===== config.mk =====
export PLATFORM = sky130hd
export DESIGN_NAME = apb_slave_regfile_flat
export DESIGN_NICKNAME = d
export VERILOG_FILES = /design/src/rtl/apb_slave_regfile_pkg.sv /design/src/rtl/apb_slave_regfile_if.sv /design/src/rtl/apb_slave_regfile_reg_bank.sv /design/src/rtl/apb_slave_regfile.sv /design/src/flat_wrapper.sv
export SDC_FILE = /design/constraint.sdc
export NUM_CORES = 1
export LEC_CHECK = 0
export ABC_AREA = 0
export ABC_CLOCK_PERIOD_IN_PS = 2900
export BUFFER_PORTS_ARGS = -buffer_cell sky130_fd_sc_hd__buf_4
export CORE_ASPECT_RATIO = 0.9
export CORE_MARGIN = 8
export CORE_UTILIZATION = 40
export DETAILED_ROUTE_END_ITERATION = 8
export PLACE_DENSITY = 0.56
export SYNTH_ARGS = -nofsm -noshare
export SYNTH_HDL_FRONTEND = slang
export SYNTH_SLANG_ARGS = --single-unit

===== constraint.sdc =====
create_clock -name PCLK -period 2.9 [get_ports PCLK]
set_input_delay 0.145 -clock PCLK [delete_from_list [all_inputs] [get_ports PCLK]]
set_output_delay 0.145 -clock PCLK [all_outputs]
set_load 0.005 [all_outputs]

===== src/rtl/apb_slave_regfile_pkg.sv =====
// Shared APB definitions: bus widths, word addressing and the completer FSM states.
// The team's APB master uses the same definitions.
package apb_slave_regfile_pkg;

    localparam int APB_ADDR_W = 32;
    localparam int APB_DATA_W = 32;
    localparam int WORD_SHIFT = 2;

    typedef enum logic [1:0] {
        IDLE,
        WAIT,
        DONE
    } apb_state_t;

endpackage


===== src/rtl/apb_slave_regfile_if.sv =====
// APB bus bundle between the master and the register-file completer.
interface apb_slave_regfile_if;
    import apb_slave_regfile_pkg::*;

    logic                  PSEL;
    logic                  PENABLE;
    logic                  PWRITE;
    logic [APB_ADDR_W-1:0] PADDR;
    logic [APB_DATA_W-1:0] PWDATA;
    logic [APB_DATA_W-1:0] PRDATA;
    logic                  PREADY;
    logic                  PSLVERR;

    modport master (
        output PSEL, PENABLE, PWRITE, PADDR, PWDATA,
        input  PRDATA, PREADY, PSLVERR
    );

    modport slave (
        input  PSEL, PENABLE, PWRITE, PADDR, PWDATA,
        output PRDATA, PREADY, PSLVERR
    );

endinterface


===== src/rtl/apb_slave_regfile_reg_bank.sv =====
// Word register storage with address decode, error detection and a read-only ID word
// in the top slot.
module apb_slave_regfile_reg_bank
    import apb_slave_regfile_pkg::*;
#(
    parameter int                    NUM_REGS  = 16,
    parameter logic [APB_ADDR_W-1:0] BASE_ADDR = 32'h0000_0000,
    parameter logic [APB_DATA_W-1:0] ID_VALUE  = 32'hA9B0_0001
) (
    input  logic                  clk,
    input  logic                  rst_n,
    input  logic [APB_ADDR_W-1:0] addr,
    input  logic                  write,
    input  logic [APB_DATA_W-1:0] wdata,
    input  logic                  commit,
    output logic [APB_DATA_W-1:0] rdata,
    output logic                  err
);

    localparam int                    IDX_W      = $clog2(NUM_REGS);
    localparam logic [APB_ADDR_W-1:0] NUM_REGS_A = APB_ADDR_W'(NUM_REGS);
    localparam logic [IDX_W-1:0]      ID_IDX     = IDX_W'(NUM_REGS - 1);

    logic [APB_ADDR_W-1:0] offset;
    logic [APB_ADDR_W-1:0] word_idx;
    logic [IDX_W-1:0]      sel;
    logic                  in_range;
    logic                  is_id;
    logic [APB_DATA_W-1:0] regs [NUM_REGS];

    // Offset wraps modulo 2^32, so addresses below BASE_ADDR land far out of range.
    always_comb begin
        offset   = addr - BASE_ADDR;
        word_idx = offset >> WORD_SHIFT;
        sel      = word_idx[IDX_W-1:0];
        in_range = (word_idx < NUM_REGS_A);
        is_id    = (sel == ID_IDX);
        err      = (addr[WORD_SHIFT-1:0] != '0) || !in_range || (write && is_id);
        rdata    = err ? '0 : (is_id ? ID_VALUE : regs[sel]);
    end

    // The ID slot flags a write error, so its storage word is never loaded.
    always_ff @(posedge clk or negedge rst_n) begin
        if (!rst_n) begin
            for (int i = 0; i < NUM_REGS; i++) begin
                regs[i] <= '0;
            end
        end else if (commit && write && !err) begin
            regs[sel] <= wdata;
        end
    end

endmodule


===== src/rtl/apb_slave_regfile.sv =====
// APB completer: access FSM with programmable wait states in front of a word register bank.
// PREADY, PSLVERR and PRDATA are all registered.
module apb_slave_regfile
    import apb_slave_regfile_pkg::*;
#(
    parameter int                    NUM_REGS    = 16,
    parameter logic [APB_ADDR_W-1:0] BASE_ADDR   = 32'h0000_0000,
    parameter int                    WAIT_CYCLES = 1,
    parameter logic [APB_DATA_W-1:0] ID_VALUE    = 32'hA9B0_0001
) (
    input  logic                PCLK,
    input  logic                PRESETn,
    apb_slave_regfile_if.slave  bus
);

    localparam logic [3:0] CNT_LOAD = 4'((WAIT_CYCLES > 0) ? (WAIT_CYCLES - 1) : 0);

    apb_state_t            state_q, state_d;
    logic [3:0]            cnt_q, cnt_d;
    logic                  start;
    logic                  enter_done;

    logic [APB_ADDR_W-1:0] addr_q;
    logic [APB_DATA_W-1:0] wdata_q;
    logic                  write_q;
    logic [APB_ADDR_W-1:0] req_addr;
    logic [APB_DATA_W-1:0] req_wdata;
    logic                  req_write;

    logic [APB_DATA_W-1:0] bank_rdata;
    logic                  bank_err;
    logic [APB_DATA_W-1:0] prdata_q;
    logic                  pready_q;
    logic                  pslverr_q;

    assign start = (state_q == IDLE) && bus.PSEL && bus.PENABLE;

    always_comb begin
        state_d    = state_q;
        cnt_d      = cnt_q;
        enter_done = 1'b0;
        unique case (state_q)
            IDLE: begin
                if (start) begin
                    if (WAIT_CYCLES == 0) begin
                        state_d    = DONE;
                        enter_done = 1'b1;
                    end else begin
                        state_d = WAIT;
                        cnt_d   = CNT_LOAD;
                    end
                end
            end
            WAIT: begin
                // Losing PSEL mid-wait abandons the transfer without a response.
                if (!bus.PSEL) begin
                    state_d = IDLE;
                end else if (cnt_q == '0) begin
                    state_d    = DONE;
                    enter_done = 1'b1;
                end else begin
                    cnt_d = cnt_q - 4'd1;
                end
            end
            DONE:    state_d = IDLE;
            default: state_d = IDLE;
        endcase
    end

    // Zero-wait transfers complete on the sampling edge, so the bank sees the live bus in IDLE.
    always_comb begin
        req_addr  = (state_q == IDLE) ? bus.PADDR  : addr_q;
        req_wdata = (state_q == IDLE) ? bus.PWDATA : wdata_q;
        req_write = (state_q == IDLE) ? bus.PWRITE : write_q;
    end

    always_ff @(posedge PCLK) begin
        if (start) begin
            addr_q  <= bus.PADDR;
            wdata_q <= bus.PWDATA;
            write_q <= bus.PWRITE;
        end
    end

    always_ff @(posedge PCLK or negedge PRESETn) begin
        if (!PRESETn) begin
            state_q   <= IDLE;
            cnt_q     <= '0;
            prdata_q  <= '0;
            pready_q  <= 1'b0;
            pslverr_q <= 1'b0;
        end else begin
            state_q   <= state_d;
            cnt_q     <= cnt_d;
            pready_q  <= enter_done;
            pslverr_q <= enter_done && bank_err;
            if (enter_done && !req_write) begin
                prdata_q <= bank_rdata;
            end
        end
    end

    apb_slave_regfile_reg_bank #(
        .NUM_REGS  (NUM_REGS),
        .BASE_ADDR (BASE_ADDR),
        .ID_VALUE  (ID_VALUE)
    ) u_reg_bank (
        .clk    (PCLK),
        .rst_n  (PRESETn),
        .addr   (req_addr),
        .write  (req_write),
        .wdata  (req_wdata),
        .commit (enter_done),
        .rdata  (bank_rdata),
        .err    (bank_err)
    );

    assign bus.PRDATA  = prdata_q;
    assign bus.PREADY  = pready_q;
    assign bus.PSLVERR = pslverr_q;

endmodule


===== src/flat_wrapper.sv =====
// flat-port wrapper written by rule: the top's interface ports become plain ports
module apb_slave_regfile_flat import apb_slave_regfile_pkg::*;
#(
    parameter int                    NUM_REGS    = 16,
    parameter logic [APB_ADDR_W-1:0] BASE_ADDR   = 32'h0000_0000,
    parameter int                    WAIT_CYCLES = 1,
    parameter logic [APB_DATA_W-1:0] ID_VALUE    = 32'hA9B0_0001
)
  (PCLK, PRESETn, bus_PSEL, bus_PENABLE, bus_PWRITE, bus_PADDR, bus_PWDATA, bus_PRDATA, bus_PREADY, bus_PSLVERR);
  apb_slave_regfile_if bus_i ();
  input  logic PCLK;
  input  logic PRESETn;
  input wire logic [$bits(bus_i.PSEL)-1:0] bus_PSEL;
  input wire logic [$bits(bus_i.PENABLE)-1:0] bus_PENABLE;
  input wire logic [$bits(bus_i.PWRITE)-1:0] bus_PWRITE;
  input wire logic [$bits(bus_i.PADDR)-1:0] bus_PADDR;
  input wire logic [$bits(bus_i.PWDATA)-1:0] bus_PWDATA;
  output wire logic [$bits(bus_i.PRDATA)-1:0] bus_PRDATA;
  output wire logic [$bits(bus_i.PREADY)-1:0] bus_PREADY;
  output wire logic [$bits(bus_i.PSLVERR)-1:0] bus_PSLVERR;
  assign bus_i.PSEL = bus_PSEL;
  assign bus_i.PENABLE = bus_PENABLE;
  assign bus_i.PWRITE = bus_PWRITE;
  assign bus_i.PADDR = bus_PADDR;
  assign bus_i.PWDATA = bus_PWDATA;
  assign bus_PRDATA = bus_i.PRDATA;
  assign bus_PREADY = bus_i.PREADY;
  assign bus_PSLVERR = bus_i.PSLVERR;
  apb_slave_regfile #(.NUM_REGS(NUM_REGS), .BASE_ADDR(BASE_ADDR), .WAIT_CYCLES(WAIT_CYCLES), .ID_VALUE(ID_VALUE)) u_core (.PCLK(PCLK), .PRESETn(PRESETn), .bus(bus_i));
endmodule

# == Word-level counts from Yosys, hierarchy flattened ==
# Cells that the tools add are included.
# op_classes
addsub,1
mul,0
n_div,0
n_lt_le_gt_ge,3
eq_ne,6
shifts,0
muxes,22
bitwise,1
n_reduce_logical,19
# op_table
op,n
512-bit bitwise mux,1
32-bit 2-to-1 mux,7
32-bit binary-select mux with 4-bit select,1
32-bit demux with 4-bit select,1
30-bit by 5-bit < comparator with 1-bit output (second input constant),1
4-bit 2-to-1 mux,3
1-bit logical AND,8
4-bit case mux with 2 select lines,1
2-bit 2-to-1 mux,3
5-bit greater-or-equal comparator (second input constant),1
5-bit by 1-bit < comparator with 1-bit output (second input constant),1
4-bit NOT with 5-bit output,1
4-bit == test (second input constant),1
4-bit logical NOT,1
1-bit 2-to-1 mux,4
2-bit != test (second input constant),2
2-bit case mux with 2 select lines,1
4-bit AND reduction,1
2-bit nonzero test,2
4-bit by 1-bit subtractor with 4-bit output (second input constant),1
1-bit logical NOT,3
3-bit by 2-bit != test with 1-bit output (second input constant),1
2-bit by 1-bit == test with 1-bit output (second input constant),1
2-bit logical NOT,1
other kinds (3),4
# word_totals
reg_bits,617
latchBits,0
ramBits,0
romBits,0
in_bits,69
output_inout_bits,34
mem_count,0

# == Logic depth before layout (Yosys ltp) ==
# Gate-level depths: netlist of the first run.
# logic_depth
word_depth,8
mapped_depth,10
depth_no_buf,8

# == By module ==
# A second synthesis of the first run with hierarchy kept.
# hier_totals
cells_unflattened,1663
hier_area_um2,27233.6
# modules_own_cells
module,instances,cells_per_inst,area_per_inst_um2,seq_area_each_um2
apb_slave_regfile_reg_bank,1,1423,22805.6,12612.1
apb_slave_regfile,1,240,4428.0,2952.8

# == Worst setup path after synthesis of the first run ==
# OpenSTA, ideal clock, no wires.
# synth_timing
path_kind,flip-flop to flip-flop
start,register u_core.state_q[1]
end,register u_core.addr_q[0] (enable)
setup_time_ns,0.432
t_arrival_ns,2.777
required_time_ns,2.468
setup_slack_ns,-0.309
path_stages_with_launch,6
cell_sequence,dfrtp_1 nor2_1 buf_4 buf_2 buf_2 and3_1
# synth_between
elab_chain_cells,3
# synth_lines
item,line,text
"start, declared",apb_slave_regfile.sv:18,"apb_state_t state_q, state_d;"
"start signal, assigned",apb_slave_regfile.sv:93,state_q <= state_d;
2-bit logical NOT,apb_slave_regfile.sv:36,assign start = (state_q == IDLE) && bus.PSEL && bus.PENABLE;
1-bit logical AND (2 in series),apb_slave_regfile.sv:36,
net u_core.start,apb_slave_regfile.sv:20,logic start;
"end signal, assigned",apb_slave_regfile.sv:79,addr_q <= bus.PADDR;
"end, declared",apb_slave_regfile.sv:23,logic [APB_ADDR_W-1:0] addr_q;
# The timed path passes the listed nets, and every way through them passes these cells.
# A chain may end at the register's enable or synchronous reset.

# == Worst setup path after layout of the first run ==
# layout_timing
start,register u_core.state_q[1]
end,register u_core.u_reg_bank.regs[431] in the netlist's numbering
# layout_between
elab_chain_cells,8
elab_cells_between_ends,23
cone_classes,order compare: 3; eq/ne: 2; mux: 7; bitwise: 1; reduce/logical: 10
# layout_lines
item,line,text
2-bit logical NOT,"apb_slave_regfile.sv:72, apb_slave_regfile.sv:73, apb_slave_regfile.sv:74",
32-bit 2-to-1 mux,apb_slave_regfile.sv:72,req_addr = (state_q == IDLE) ? bus.PADDR : addr_q;
30-bit by 5-bit < comparator with 1-bit output / 4-bit NOT with 5-bit output (equally long branches),"apb_slave_regfile_reg_bank.sv:36, apb_slave_regfile_reg_bank.sv:49",
"1-bit logical NOT, or another cell as far along",apb_slave_regfile_reg_bank.sv:38,err = (addr[WORD_SHIFT-1:0] != '0) || !in_range || (write && is_id);
1-bit logical OR / 1-bit logical AND (equally long branches),"apb_slave_regfile_reg_bank.sv:38, apb_slave_regfile_reg_bank.sv:49",
1-bit logical OR / 32-bit 2-to-1 mux (equally long branches),"apb_slave_regfile_reg_bank.sv:38, apb_slave_regfile_reg_bank.sv:49",
1-bit logical NOT / 32-bit demux with 4-bit select (equally long branches),"apb_slave_regfile_reg_bank.sv:48, apb_slave_regfile_reg_bank.sv:49",
1-bit logical AND / 512-bit bitwise mux (equally long branches),"apb_slave_regfile_reg_bank.sv:48, apb_slave_regfile_reg_bank.sv:49",
"end signal, assigned by index",apb_slave_regfile_reg_bank.sv:49,regs[sel] <= wdata;
"end, declared",apb_slave_regfile_reg_bank.sv:29,logic [APB_DATA_W-1:0] regs [NUM_REGS];
# Several ways; a longest one is shown, not always the timed one.

==> run_results.csv, run 1 <==
group,metric,value,unit
outcome,status,"completed",
worst_setup_path,cp-end-kind,"flip-flop",
detailed_routing,drt_iter0_drc,1162,
run,max-cap-violations,0,
worst_setup_path,slowest_stage,"dfrtp_1",
layout,drive_gt1_share,33.82,%
sta,period_minus_slack,2.751,ns
sta,finalSetupTns,0,ns
placement,io_buffers,102,
detailed_routing,vias_per_cell,5.625,
sta,clock_skew,0.01270,ns
pwr,leakage,0.01470,uW
sta,rsz0062_at_grt,"no",
layout,final_cell_count_no_fill,2999,
pwr,seqPwrFrac,41.6,%
cts,cts_buffer_depth,3,
worst_setup_path,crit_path_max_incr_delay,0.49,ns
placement,place_congestion,0.7694,
synthesis,ys_warn_count,0,
worst_setup_path,reg2reg_setup_slack,0.15,ns
synthesis,synth.distinct_cells,44,
sta,relSlewSlack,35.55,%
floorplanning,start_util,40.44,%
sta,timing.fmax,363.5,MHz
cts,clkSinkCount,609,
worst_setup_path,cp_cell_sequence,"or2_2, or3_1, o31a_1, nor4_4, buf_4, mux2_2",
detailed_routing,post_drt_wl_per_cell,23.33,um
pwr,p_sw_share,29.13,%
layout,multiInputGateArea,0.009502,mm2
sta,slew_viol_final,0,
min_path,min-delay-start,"bus_PSEL",
pwr,ir_drop,457.0,uV
min_path,hold_end,"u_core.state_q[1]",
detailed_routing,drc_errors,0,
worst_setup_path,rr_startpoint,"u_core.state_q[1]",
detailed_routing,drt.antenna.violating_nets,0,
layout,fillers,5616,
synthesis,synthArstFlopShare,89.33,%
pwr,power.share.clock,40.2,%
global_routing,grt_max_degree,85,
sta,worst_pin_slew,0.9668,ns
synthesis,syn_inst,1954,
pwr,intPower,15010,uW
worst_setup_path,r2r_end,"u_core.u_reg_bank.regs[431]",
sta,setup_viol,0,
layout,area_growth_syn_to_layout,19.15,%
synthesis,seq_area_frac_synth,59.96,%
placement,dpl.cell_count,2814,
pwr,combPwrFrac,18.2,%
synthesis,synth_area_leaders,"dfrtp_1 (52%), mux2_2 (17%), edfxtp_1 (7.5%)",
floorplanning,ios,103,
detailed_routing,num_vias,16870,
floorplanning,die_w,284.5,um
sta,finalCritPeriodShare,94.85,%
sta,hold_violations,0,
cts,post-cts-setup-buffers,0,
min_path,hp-class,"input pin to flip-flop",
layout,seq_area,0.01556,mm2
detailed_routing,dr.pass1.iters,5,
synthesis,syn_area,0.02596,mm2
placement,dp_hpwl,42590,um
global_routing,grt_usage,18.97,%
synthesis,syn_avg_cell_area,13.28,um2
cts,cts_root_buf,"clkbuf_16",
worst_setup_path,path_max_fanout,16,
floorplanning,die_y,257.7,um
global_routing,antenna_found_initial,0,
global_routing,grt_pass1_vias,18002,
pwr,powerDensity,684.6,mW/mm2
floorplanning,dieArea,0.07331,mm2
floorplanning,core_region_area,0.06419,mm2
cts,cts_buffers,66,
worst_setup_path,cp.required,3.37,ns
layout,final_common_cell,"dfrtp_1",
cts,clk-insertion-delay-late,0.59,ns
synthesis,ys_ff_latch,609,
worst_setup_path,critPathKind,"flip-flop to flip-flop",
cts,cts_max_level,3,
global_routing,grt_remaining_overflow,0,
detailed_routing,routed_wl,69960,um
cts,cts_tree,"yes",
synthesis,syn_nets,2024,
cts,clk_pin_slew_worst_paths,0.06,ns
floorplanning,rows,88,
layout,diodes,0,
worst_setup_path,reg2regPathDepth,6,
synthesis,synth.top_cell.area_share,52.44,%
worst_setup_path,start_kind,"flip-flop",
worst_setup_path,cp.arrival,3.22,ns
layout,finalNetCount,2164,
synthesis,yosys_most_used_dff,"dfrtp_1",
global_routing,grt_pass1_wl,109600,um
synthesis,yosysTopAreaCell,"dfrtp_1",
min_path,holdPathStages,3,
layout,final_cell_mix,"dfrtp_1 (544), mux2_2 (382), o22ai_1 (193)",
pwr,p_sw,6168,uW
synthesis,synth-edff-count,65,
metrics by stage:
stage	power (uW)	utilization, %	setup WS [ns]	area [um2]	hold WS [ns]
2_1_floorplan	11070	-	0.3991	25960	-0.1506
3_3_place_gp	12690	43.63	0.1290	28000	0.1488
3_5_place_dp	12740	43.63	0.1052	28000	0.1559
4_1_cts	21410	48.15	0.09414	30910	0.006398
5_1_grt	22090	48.18	0.002779	30930	0.02026
6_report	21170	48.18	0.1493	30930	0.05132
power groups by stage:
stage	logic, uW	registers, uW	clock network [uW]
finish	3840	8810	8520
global placement	3730	8960	0
floorplan	2110	8960	0
global route	4170	8820	9100
CTS	3860	8810	8750
detailed placement	3770	8970	0
logic make-up after synthesis:
logic type | after synthesis | synth area share (%)
and+or+nand+nor | 227 | 4.936
buffers and inverters | 194 | 3.933
muxes | 482 | 20.90
adders and majority gates | 1 | 0.04819
DFF | 609 | 59.96
AOI/OAI and AO/OA | 439 | 10.15
xor gates and xnor gates | 2 | 0.06750
per-layer routing:
layer | GRT usage [%] | share of wire, % | vias up
li1 | - | - | 7534
met1 | 25.84 | 45 | 8851
met2 | 30.96 | 48 | 378
met3 | 3.424 | 4.3 | 107
met4 | 5.517 | 2.4 | 0
met5 | 0 | 0 | -
Yosys cell counts (27+ instances only):
master,n
mux2_1,98
edfxtp_1,65
o22ai_1,193
mux2_2,382
nand4_1,27
a21oi_1,40
nand2_1,132
buf_6,32
clkbuf_1,106
o21ai_0,131
dfrtp_1,544
a22oi_1,56
repair_timing:
action	in CTS	in global routing
setup endpoints to repair	0	339
hold buffers	67	0
gates resized for setup	0	3
hold endpoints to repair	172	0
cell type report:
| type | instances | share of cell area, % |
|---|---|---|
| clock buffer | 100 | 6.748 |
| clock inverter | 18 | 0.4774 |
| inverter | 4 | 0.04855 |
| multi-input combinational | 1151 | 30.72 |
| sequential | 609 | 50.33 |
| tap | 855 | 3.459 |
| timing repair buffer | 262 | 8.220 |
sequential cells by signal, indices dropped and copies added, names as in the netlist:
register                cells
u_core.addr_q              32
u_core.bus.PRDATA          32
u_core.bus.PREADY           1
u_core.bus.PSLVERR          1
u_core.cnt_q                4
u_core.state_q              2
u_core.u_reg_bank.regs    504
u_core.wdata_q             32
u_core.write_q              1
critical path, delay by kind of cell (launching register included):
family | cells | cell delay, ns
buffers and inverters | 1 | 0.35
DFF | 1 | 0.49
and+or+nand+nor | 3 | 1.12
AOI/OAI and AO/OA | 1 | 0.25
muxes | 1 | 0.38
how the worst max path moves through the flow:
stage                           start                     endpoint  slack, ns  depth (start not counted)
finish              u_core.state_q[1]  u_core.u_reg_bank.regs[431]       0.15                          6
CTS                 u_core.addr_q[25]  u_core.u_reg_bank.regs[355]       0.09                          8
detailed placement  u_core.addr_q[25]  u_core.u_reg_bank.regs[486]       0.11                          8
global placement    u_core.addr_q[25]  u_core.u_reg_bank.regs[488]       0.13                          8
global route        u_core.addr_q[31]  u_core.u_reg_bank.regs[355]      0.003                          8
floorplan             u_core.cnt_q[0]  u_core.u_reg_bank.regs[225]       0.40                          8
(Power assumes the default switching activity.)
==> inputs of run 2 (changes only) <==
--- a/config.mk
+++ b/config.mk
@@ -13,6 +13,7 @@
 export CORE_UTILIZATION = 40
 export DETAILED_ROUTE_END_ITERATION = 8
 export PLACE_DENSITY = 0.56
+export REMOVE_ABC_BUFFERS = 1
 export SYNTH_ARGS = -nofsm -noshare
 export SYNTH_HDL_FRONTEND = slang
 export SYNTH_SLANG_ARGS = --single-unit
==> run_results.csv, run 2 (same netlist as run 1, synthesis figures left out) <==
group,metric,value,unit
placement,pre_cts_ws,0.02070,ns
floorplanning,dieArea,0.07331,mm2
pwr,ir_drop,358.1,uV
floorplanning,start_util,40.44,%
cts,clk-insertion-delay-late,0.60,ns
floorplanning,ios,103,
floorplanning,rows,88,
sta,clock_skew,0.01591,ns
worst_setup_path,reg2regPathDepth,8,
floorplanning,die_w,284.5,um
layout,largest_register_ffs,504,
worst_setup_path,path_buf_inv,2,
sta,relSlewSlack,42.72,%
cts,cts_buffer_depth,3,
run,max-cap-violations,0,
min_path,hp-class,"input pin to flip-flop",
floorplanning,core_region_area,0.06419,mm2
cts,cts_buffers,66,
worst_setup_path,crit_path_max_incr_delay,0.40,ns
global_routing,grt_remaining_overflow,0,
sta,setup_ws,0.1304,ns
pwr,leakage,0.01464,uW
detailed_routing,num_vias,16902,
layout,final_common_cell,"dfrtp_1",
sta,finalCritPeriodShare,95.50,%
layout,area_growth_syn_to_layout,18.90,%
pwr,powerDensity,685.7,mW/mm2
sta,worst_pin_slew,0.8590,ns
global_routing,grt_pass1_vias,17948,
detailed_routing,post_drt_wl_per_cell,23.50,um
worst_setup_path,cp.required,3.36,ns
sta,timing.fmax,361.1,MHz
global_routing,grt_max_degree,97,
cts,cts_tree,"yes",
layout,diodes,0,
worst_setup_path,cp-end-kind,"flip-flop",
worst_setup_path,path_max_fanout,26,
placement,io_buffers,102,
worst_setup_path,cp.depth,8,
global_routing,grt_usage,19.00,%
detailed_routing,drt.antenna.violating_nets,0,
detailed_routing,dr.pass1.iters,6,
cts,clk_pin_slew_worst_paths,0.06,ns
global_routing,grt_pass1_wl,109800,um
cts,clkSinkCount,609,
floorplanning,die_y,257.7,um
placement,dp_hpwl,41090,um
layout,finalNetCount,2158,
sta,slew_viol_final,0,
sta,rsz0062_at_grt,"no",
sta,finalSetupTns,0,ns
outcome,status,"completed",
worst_setup_path,cp_cell_sequence,"nor4_1, nand4_1, nor3_2, o22ai_4, buf_4, nor4_4, buf_12, mux2_1",
layout,final_cell_mix,"dfrtp_1 (544), mux2_2 (382), o22ai_1 (193)",
sta,hold_violations,0,
detailed_routing,vias_per_cell,5.647,
layout,fillers,5641,
worst_setup_path,cp.arrival,3.23,ns
layout,top_register,"u_core.u_reg_bank.regs",
placement,place_congestion,0.7348,
detailed_routing,drc_errors,0,
worst_setup_path,rr_startpoint,"u_core.addr_q[24]",
worst_setup_path,start_kind,"flip-flop",
global_routing,antenna_found_initial,0,
worst_setup_path,r2r_end,"u_core.u_reg_bank.regs[496]",
worst_setup_path,critPathLaunch,"u_core.addr_q[24]",
layout,drive_gt1_share,33.21,%
worst_setup_path,slowest_stage,"nor4_1",
worst_setup_path,reg2reg_setup_slack,0.13,ns
cts,cts_max_level,3,
detailed_routing,routed_wl,70340,um
detailed_routing,drt_iter0_drc,1075,
pwr,p_total,21160,uW
cts,cts_root_buf,"clkbuf_16",
worst_setup_path,crit_end,"u_core.u_reg_bank.regs[496]",
sta,setup_viol,0,
layout,final_util,48.08,%
sta,period_minus_slack,2.770,ns
worst_setup_path,critPathKind,"flip-flop to flip-flop",
worst_setup_path,critPathTopFamily,"simple AND/OR/NAND/NOR gates",
## run 2: changes by cell type in the layout (fill, tap and decap cells not counted), moves of 2 or more
cell / change
buf_12: +2
buf_4: -9
bufinv_16: +3
clkbuf_1: +5
clkbuf_16: -2
clkbuf_8: -10
clkinv_1: +4
clkinv_2: -4
clkinv_8: +2
inv_6: +3
o21ai_2: +2
o21ai_4: -2
## run 2: tightest hold or removal path, stage by stage
cell     delay, ns
buf_4         0.12
nor2b_1       0.17
and3_1        0.17
## run 2: layout make-up
class / count / area, um2 / share of cell area (%)
Clock inverter: 25 / 282.8 / 0.9162
Sequential cell: 609 / 15560 / 50.43
Inverter: 4 / 15.01 / 0.04865
Clock buffer: 93 / 1918 / 6.215
Multi-Input combinational cell: 1151 / 9487 / 30.74
Timing Repair Buffer: 256 / 2526 / 8.185
Tap cell: 855 / 1070 / 3.466
## run 2: layer usage
layer / track usage (%) / wire length (um)
met5: 0 / 0
met4: 5.263 / 1770
met3: 3.143 / 2412
met2: 30.89 / 33190
met1: 26.30 / 32970
## run 2: repair_timing
item | 4_1_cts | 5_1_grt
gates cloned | 0 | 0
pin swaps | 1 | 0
hold endpoints to repair | 130 | 0
setup buffers | 5 | 0
resized for setup | 1 | 3
hold buffers | 67 | 0
setup endpoints to repair | 5 | 46
## run 2: power breakdown
part           internal [uW]  total (uW)  switching [uW]  leakage [uW]
clock                   5080        8500            3420       0.00108
sequential              8760        8820            59.9       0.00820
combinational           1130        3840            2710       0.00536
## run 2: worst min-delay path by stage
stage          startpoint                           to  slack, ns  cells past startpoint
6_report         bus_PSEL            u_core.state_q[1]       0.05                      3
5_1_grt          bus_PSEL              u_core.cnt_q[2]       0.04                      3
4_1_cts          bus_PSEL            u_core.state_q[1]       0.01                      3
3_5_place_dp      PRESETn  u_core.u_reg_bank.regs[384]       0.20                      1
3_3_place_gp      PRESETn   u_core.u_reg_bank.regs[32]       0.19                      1
2_1_floorplan     PRESETn         u_core.bus.PRDATA[0]      -0.15                      0
## run 2: through the flow
step | hold WS (ns) | instances | instance area [um2]
2_1_floorplan | -0.1506 | 1764 | 24950
3_3_place_gp | 0.1864 | 2803 | 27920
3_5_place_dp | 0.1997 | 2803 | 27920
4_1_cts | 0.01157 | 2993 | 30850
5_1_grt | 0.03826 | 2993 | 30860
6_report | 0.04705 | 2993 | 30860
